<file path="src/rtl/uart_tx_arbiter.sv">
// Round-robin, packet-granular arbiter sharing one UART TX byte stream between NUM_REQ sources.
// A grant lasts until a last byte, the burst limit, or a stall timeout; output is one register.
module uart_tx_arbiter #(
  parameter int unsigned NUM_REQ       = 4,
  parameter int unsigned DATA_W        = 8,
  parameter int unsigned MAX_BURST     = 16,
  parameter int unsigned STALL_TIMEOUT = 1024
) (
  input  logic                      clk,
  input  logic                      reset_n,
  input  logic [NUM_REQ-1:0]        req_valid,
  input  logic [NUM_REQ*DATA_W-1:0] req_data,
  input  logic [NUM_REQ-1:0]        req_last,
  output logic [NUM_REQ-1:0]        req_ready,
  output logic                      tx_valid,
  output logic [DATA_W-1:0]         tx_data,
  input  logic                      tx_ready,
  output logic                      grant_valid,
  output logic [2:0]                grant_id,
  output logic                      busy
);

  localparam int unsigned IdxW   = (NUM_REQ > 1) ? $clog2(NUM_REQ) : 1;
  localparam int unsigned StallW = $clog2(STALL_TIMEOUT);

  typedef enum logic [0:0] {StIdle, StXfer} state_e;

  state_e              state_q, state_d;
  logic [IdxW-1:0]     gnt_q, gnt_d;
  logic [IdxW-1:0]     rr_ptr_q, rr_ptr_d;
  logic [7:0]          burst_cnt_q, burst_cnt_d;
  logic [StallW-1:0]   stall_cnt_q, stall_cnt_d;
  logic                tx_valid_q, tx_valid_d;
  logic [DATA_W-1:0]   tx_data_q, tx_data_d;

  logic [DATA_W-1:0]   req_bytes [NUM_REQ];
  logic                found;
  logic [IdxW-1:0]     winner;
  logic [IdxW-1:0]     cand;
  logic                ready_g;
  logic                accept;
  logic                rel;

  for (genvar gi = 0; gi < NUM_REQ; gi++) begin : g_unpack
    assign req_bytes[gi] = req_data[gi*DATA_W +: DATA_W];
  end

  // Scan starts just past the last owner so every requester gets a turn.
  always_comb begin
    found  = 1'b0;
    winner = rr_ptr_q;
    cand   = '0;
    for (int unsigned i = 1; i <= NUM_REQ; i++) begin
      cand = IdxW'((rr_ptr_q + i) % NUM_REQ);
      if (!found && req_valid[cand]) begin
        found  = 1'b1;
        winner = cand;
      end
    end
  end

  always_comb begin
    state_d     = state_q;
    gnt_d       = gnt_q;
    rr_ptr_d    = rr_ptr_q;
    burst_cnt_d = burst_cnt_q;
    stall_cnt_d = stall_cnt_q;
    tx_valid_d  = tx_valid_q;
    tx_data_d   = tx_data_q;
    req_ready   = '0;
    ready_g     = !tx_valid_q || tx_ready;
    accept      = 1'b0;
    rel         = 1'b0;

    case (state_q)
      StIdle: begin
        // A byte left over from the previous grant still drains while arbitrating.
        if (tx_valid_q && tx_ready) tx_valid_d = 1'b0;
        if (found) begin
          state_d     = StXfer;
          gnt_d       = winner;
          burst_cnt_d = '0;
          stall_cnt_d = '0;
        end
      end
      StXfer: begin
        req_ready[gnt_q] = ready_g;
        accept           = req_valid[gnt_q] && ready_g;
        if (accept) begin
          tx_data_d   = req_bytes[gnt_q];
          tx_valid_d  = 1'b1;
          burst_cnt_d = burst_cnt_q + 8'd1;
          stall_cnt_d = '0;
          if (req_last[gnt_q] || (burst_cnt_q == 8'(MAX_BURST - 1))) rel = 1'b1;
        end else begin
          if (tx_valid_q && tx_ready) tx_valid_d = 1'b0;
          if (stall_cnt_q == StallW'(STALL_TIMEOUT - 1)) begin
            rel = 1'b1;
          end else begin
            stall_cnt_d = stall_cnt_q + StallW'(1);
          end
        end
        if (rel) begin
          state_d  = StIdle;
          rr_ptr_d = gnt_q;
        end
      end
      default: state_d = StIdle;
    endcase
  end

  always_ff @(posedge clk or negedge reset_n) begin
    if (!reset_n) begin
      state_q     <= StIdle;
      gnt_q       <= '0;
      rr_ptr_q    <= IdxW'(NUM_REQ - 1);
      burst_cnt_q <= '0;
      stall_cnt_q <= '0;
      tx_valid_q  <= 1'b0;
      tx_data_q   <= '0;
    end else begin
      state_q     <= state_d;
      gnt_q       <= gnt_d;
      rr_ptr_q    <= rr_ptr_d;
      burst_cnt_q <= burst_cnt_d;
      stall_cnt_q <= stall_cnt_d;
      tx_valid_q  <= tx_valid_d;
      tx_data_q   <= tx_data_d;
    end
  end

  assign tx_valid    = tx_valid_q;
  assign tx_data     = tx_data_q;
  assign grant_valid = (state_q == StXfer);
  assign grant_id    = 3'(gnt_q);
  assign busy        = (state_q != StIdle) || tx_valid_q;

endmodule
</file>
<file path="config.mk">
export PLATFORM = sky130hd
export DESIGN_NAME = uart_tx_arbiter
export DESIGN_NICKNAME = d
export VERILOG_FILES = /design/src/rtl/uart_tx_arbiter.sv
export SDC_FILE = /design/constraint.sdc
export NUM_CORES = 1
export LEC_CHECK = 0
export CAP_MARGIN = 20
export CORE_MARGIN = 10
export CORE_UTILIZATION = 50
export DETAILED_ROUTE_END_ITERATION = 6
export GPL_TIMING_DRIVEN = 0
export HOLD_SLACK_MARGIN = 0.08
export PLACE_DENSITY = 0.94
export SYNTH_ARGS = -nofsm -noshare
export SYNTH_HDL_FRONTEND = slang
export SYNTH_SLANG_ARGS = --single-unit
</file>
<file path="constraint.sdc">
create_clock -name clk -period 3.1 [get_ports clk]
set_input_delay 0.465 -clock clk [delete_from_list [all_inputs] [get_ports clk]]
set_output_delay 0.465 -clock clk [all_outputs]
set_load 0.01 [all_outputs]
</file>
==> run metrics <==
outcome completed; Synth Area in Simple Gates 18.13%; number of detailed-route iterations in the first pass 4; Worst setup SP type primary input; Top FF cell, synth dfrtp_1; total CTS buffers 5; Static Leak 1.119 nW; largest net degree at the start of global routing 33; largest family of logic cells by synthesized area multiplexers; Vert. Die Dim roughly 83 um; final hold viol count 0; CTS tree built; Yosys warnings 0; DP Area between 2000 and 3000 sq um; Final Critical Period roughly 2.6 ns; arrival time worst endpoint approximately 2.2 ns; Total Routing Usage GR 16.38%; Min Hold Slack about 0.23 ns; post-synthesis area per instance about 11 sq um; Die X ~83 um; number of synthesized register bits 32; Max VDD drop slightly above 0.6 mV; clk_skew approximately 0.0063 ns; Post-Synthesis Cells 183; PostCTS Resize Cnt 0; later-pin clock latency in the skew report around 0.28 ns; Buffers on Ports a little under 60; Worst slew margin about 53%; WL per Instance 18.49 um; routed wire length roughly 5.5 mm; Post-Synth XOR/XNOR Area 1.336%; # IOs just over 60; max-cap viol count 0; peak fanout along the critical path 8; Worst Reg-to-Reg Cells 6; RR Endpoint rr_ptr_q[0]; post-route clock period utilization 85.44%; flop2flop setup slack 1.04 ns; Slew @ Worst Pin 0.7111 ns; combinational share of power 55.2%; number of antenna repair diodes 0; PwrDens 817.2 nW/um^2; Final ANT Viol Nets 0; R2R Path Start gnt_q[1]; Clock Sinks 32; Distinct cells, synth 52; # hold bufs at CTS 0; P_sw 0.8056 mW; initial antenna violation count 0; sequential share of the synthesized area around two fifths; Post-Syn Nets approximately 230; HPWL after DPL 4.349 mm; DRT iter0 DRCs 39; vias in the first global route ~1800; asr flop ratio synth 100.0%; crit end category output port; routability cong. a little over 0.8; Clock Path Buffers 2; TNS Setup 0 ns; clock share of power between 10 and 15%; share of cells above drive strength 1 16.80%; most common cell after layout, fill and taps aside clkdlybuf4s50_1; H-tree lvl count 2; clock root buffer clkbuf_8; Post-synth EDFFs 0; HP Class in -> async; Fmax 377.6 MHz; most frequent cells in the layout clkdlybuf4s50_1, dfrtp_1, nor2_1, nand2_1, o21ai_0; multiplexer share of the synthesized area roughly a fifth; kind of critical path in -> out; switching share of power 36.48%; DIE AREA between 6000 and 7000 sq um; core box area between 3000 and 4000 sq um; adder and majority gate portion of the synthesized area under 10%; Vias between 1500 and 2000; Final Slew Violations 0; post-route cell area about 2700 sq um; Post-Syn Area 1967 sq um; Required @ worst endpoint about 2.6 ns; sequential share of power about 30%; Cell Int Power between 1 and 1.5 mW; first-pass GRT wire length 8.569 mm; RSZ-0062 raised after global routing false; row count 22; average vias per placed instance between 5 and 6; # DRC 0; Synth Area in Compound Gates a little over an eighth; final-report setup violation count 0; fin nets around 290; clk slew on worst S/H paths about 0.060 ns; Post-CTS Setup Inserts 0; total grt overflow 0; Starting Density between 50% and 60%; CP startpoint tx_ready; critical path endpoint req_ready[1]; Layout area overhead 37.40%
==> sequential cells by signal (all words and copies together) (netlist names) <==
signal       count
burst_cnt_q      8
gnt_q            2
rr_ptr_q         2
tx_valid         1
grant_valid      1
tx_data          8
stall_cnt_q     10
==> cell type report <==
cell class | count | area, sq um
flip-flops and latches | 32 | 803.3
inverters | 4 | 15.01
well taps | 48 | 60.06
fillers | 274 | 1041
repair buffers | 59 | 585.6
clock buffers | 8 | 90.09
plain buffers | 11 | 86.33
multi-input cells | 136 | 1062
==> layer usage <==
layer	track usage (%)	share of wire, %
met1	17.83	37
met5	0	0
met2	29.78	57
met3	4.644	4.3
met4	5.351	1.5
==> power by group through the flow <==
stage / clock [mW] / combinational [mW] / sequential (mW)
6_report: 0.326 / 1.22 / 0.664
4_1_cts: 0.333 / 1.23 / 0.664
3_5_place_dp: 0 / 1.22 / 0.672
3_3_place_gp: 0 / 1.17 / 0.658
5_1_grt: 0.360 / 1.31 / 0.682
2_1_floorplan: 0 / 0.750 / 0.685
==> logic make-up (layout without fill, tap and decap cells) <==
family / after synthesis / in the layout
AOI/OAI and AO/OA: 38 / 38
other: 1 / 1
xor gates and xnor gates: 3 / 3
buffers and inverters: 15 / 82
and+or+nand+nor: 69 / 69
muxes: 23 / 23
adders and majority gates: 2 / 2
DFF: 32 / 32
==> critical path, stage by stage <==
cell and delay, ns:
clkdlybuf4s50_1 0.48, nand2b_1 0.10, buf_1 0.31, nand3_1 0.15, nor2_1 0.12, clkdlybuf4s50_1 0.55
==> worst min-delay path by stage <==
stage	start	endpoint	slack [ns]	depth (start not counted)
after global placement	burst_cnt_q[3]	burst_cnt_q[3]	0.48	1
after CTS	reset_n	burst_cnt_q[0]	0.26	1
final	reset_n	stall_cnt_q[3]	0.23	1
after global routing	reset_n	stall_cnt_q[3]	0.27	1
after detailed placement	burst_cnt_q[3]	burst_cnt_q[3]	0.49	1
after floorplan	reset_n	burst_cnt_q[0]	0.17	0
==> through the flow <==
step | power [mW] | setup slack, ns | util (%) | instances
2_1_floorplan | 1.435 | 1.184 | - | 183
3_5_place_dp | 1.887 | 0.4474 | 69.79 | 290
3_3_place_gp | 1.833 | 0.4978 | 69.92 | 290
6_report | 2.209 | 0.4514 | 72.19 | 298
5_1_grt | 2.352 | 0.2983 | 72.19 | 298
4_1_cts | 2.226 | 0.4469 | 72.19 | 298
==> cell usage after synthesis, drive strengths merged (2+ instances only) <==
library cell / number / area (sq um)
nand4: 4 / 25.02
or3: 2 / 12.51
or2: 2 / 12.52
nand2: 15 / 56.30
inv: 4 / 15.01
and3: 5 / 36.28
dfrtp: 30 / 750.7
o311ai: 2 / 17.52
nor2: 19 / 81.33
nand3: 7 / 40.04
mux2: 10 / 138.9
buf: 7 / 71.31
nor4: 3 / 18.77
clkbuf: 4 / 15.01
nor3: 4 / 20.02
mux4: 10 / 225.2
nand2b: 2 / 12.51
ha: 2 / 25.02
xnor2: 2 / 17.52
o31ai: 3 / 22.52
mux2i: 3 / 30.03
dfstp: 2 / 52.55
o21ai: 14 / 70.07
a211oi: 2 / 15.01
a21oi: 7 / 35.03
nor2b: 2 / 12.51
Note: power is estimated with default switching activity, not from simulation.
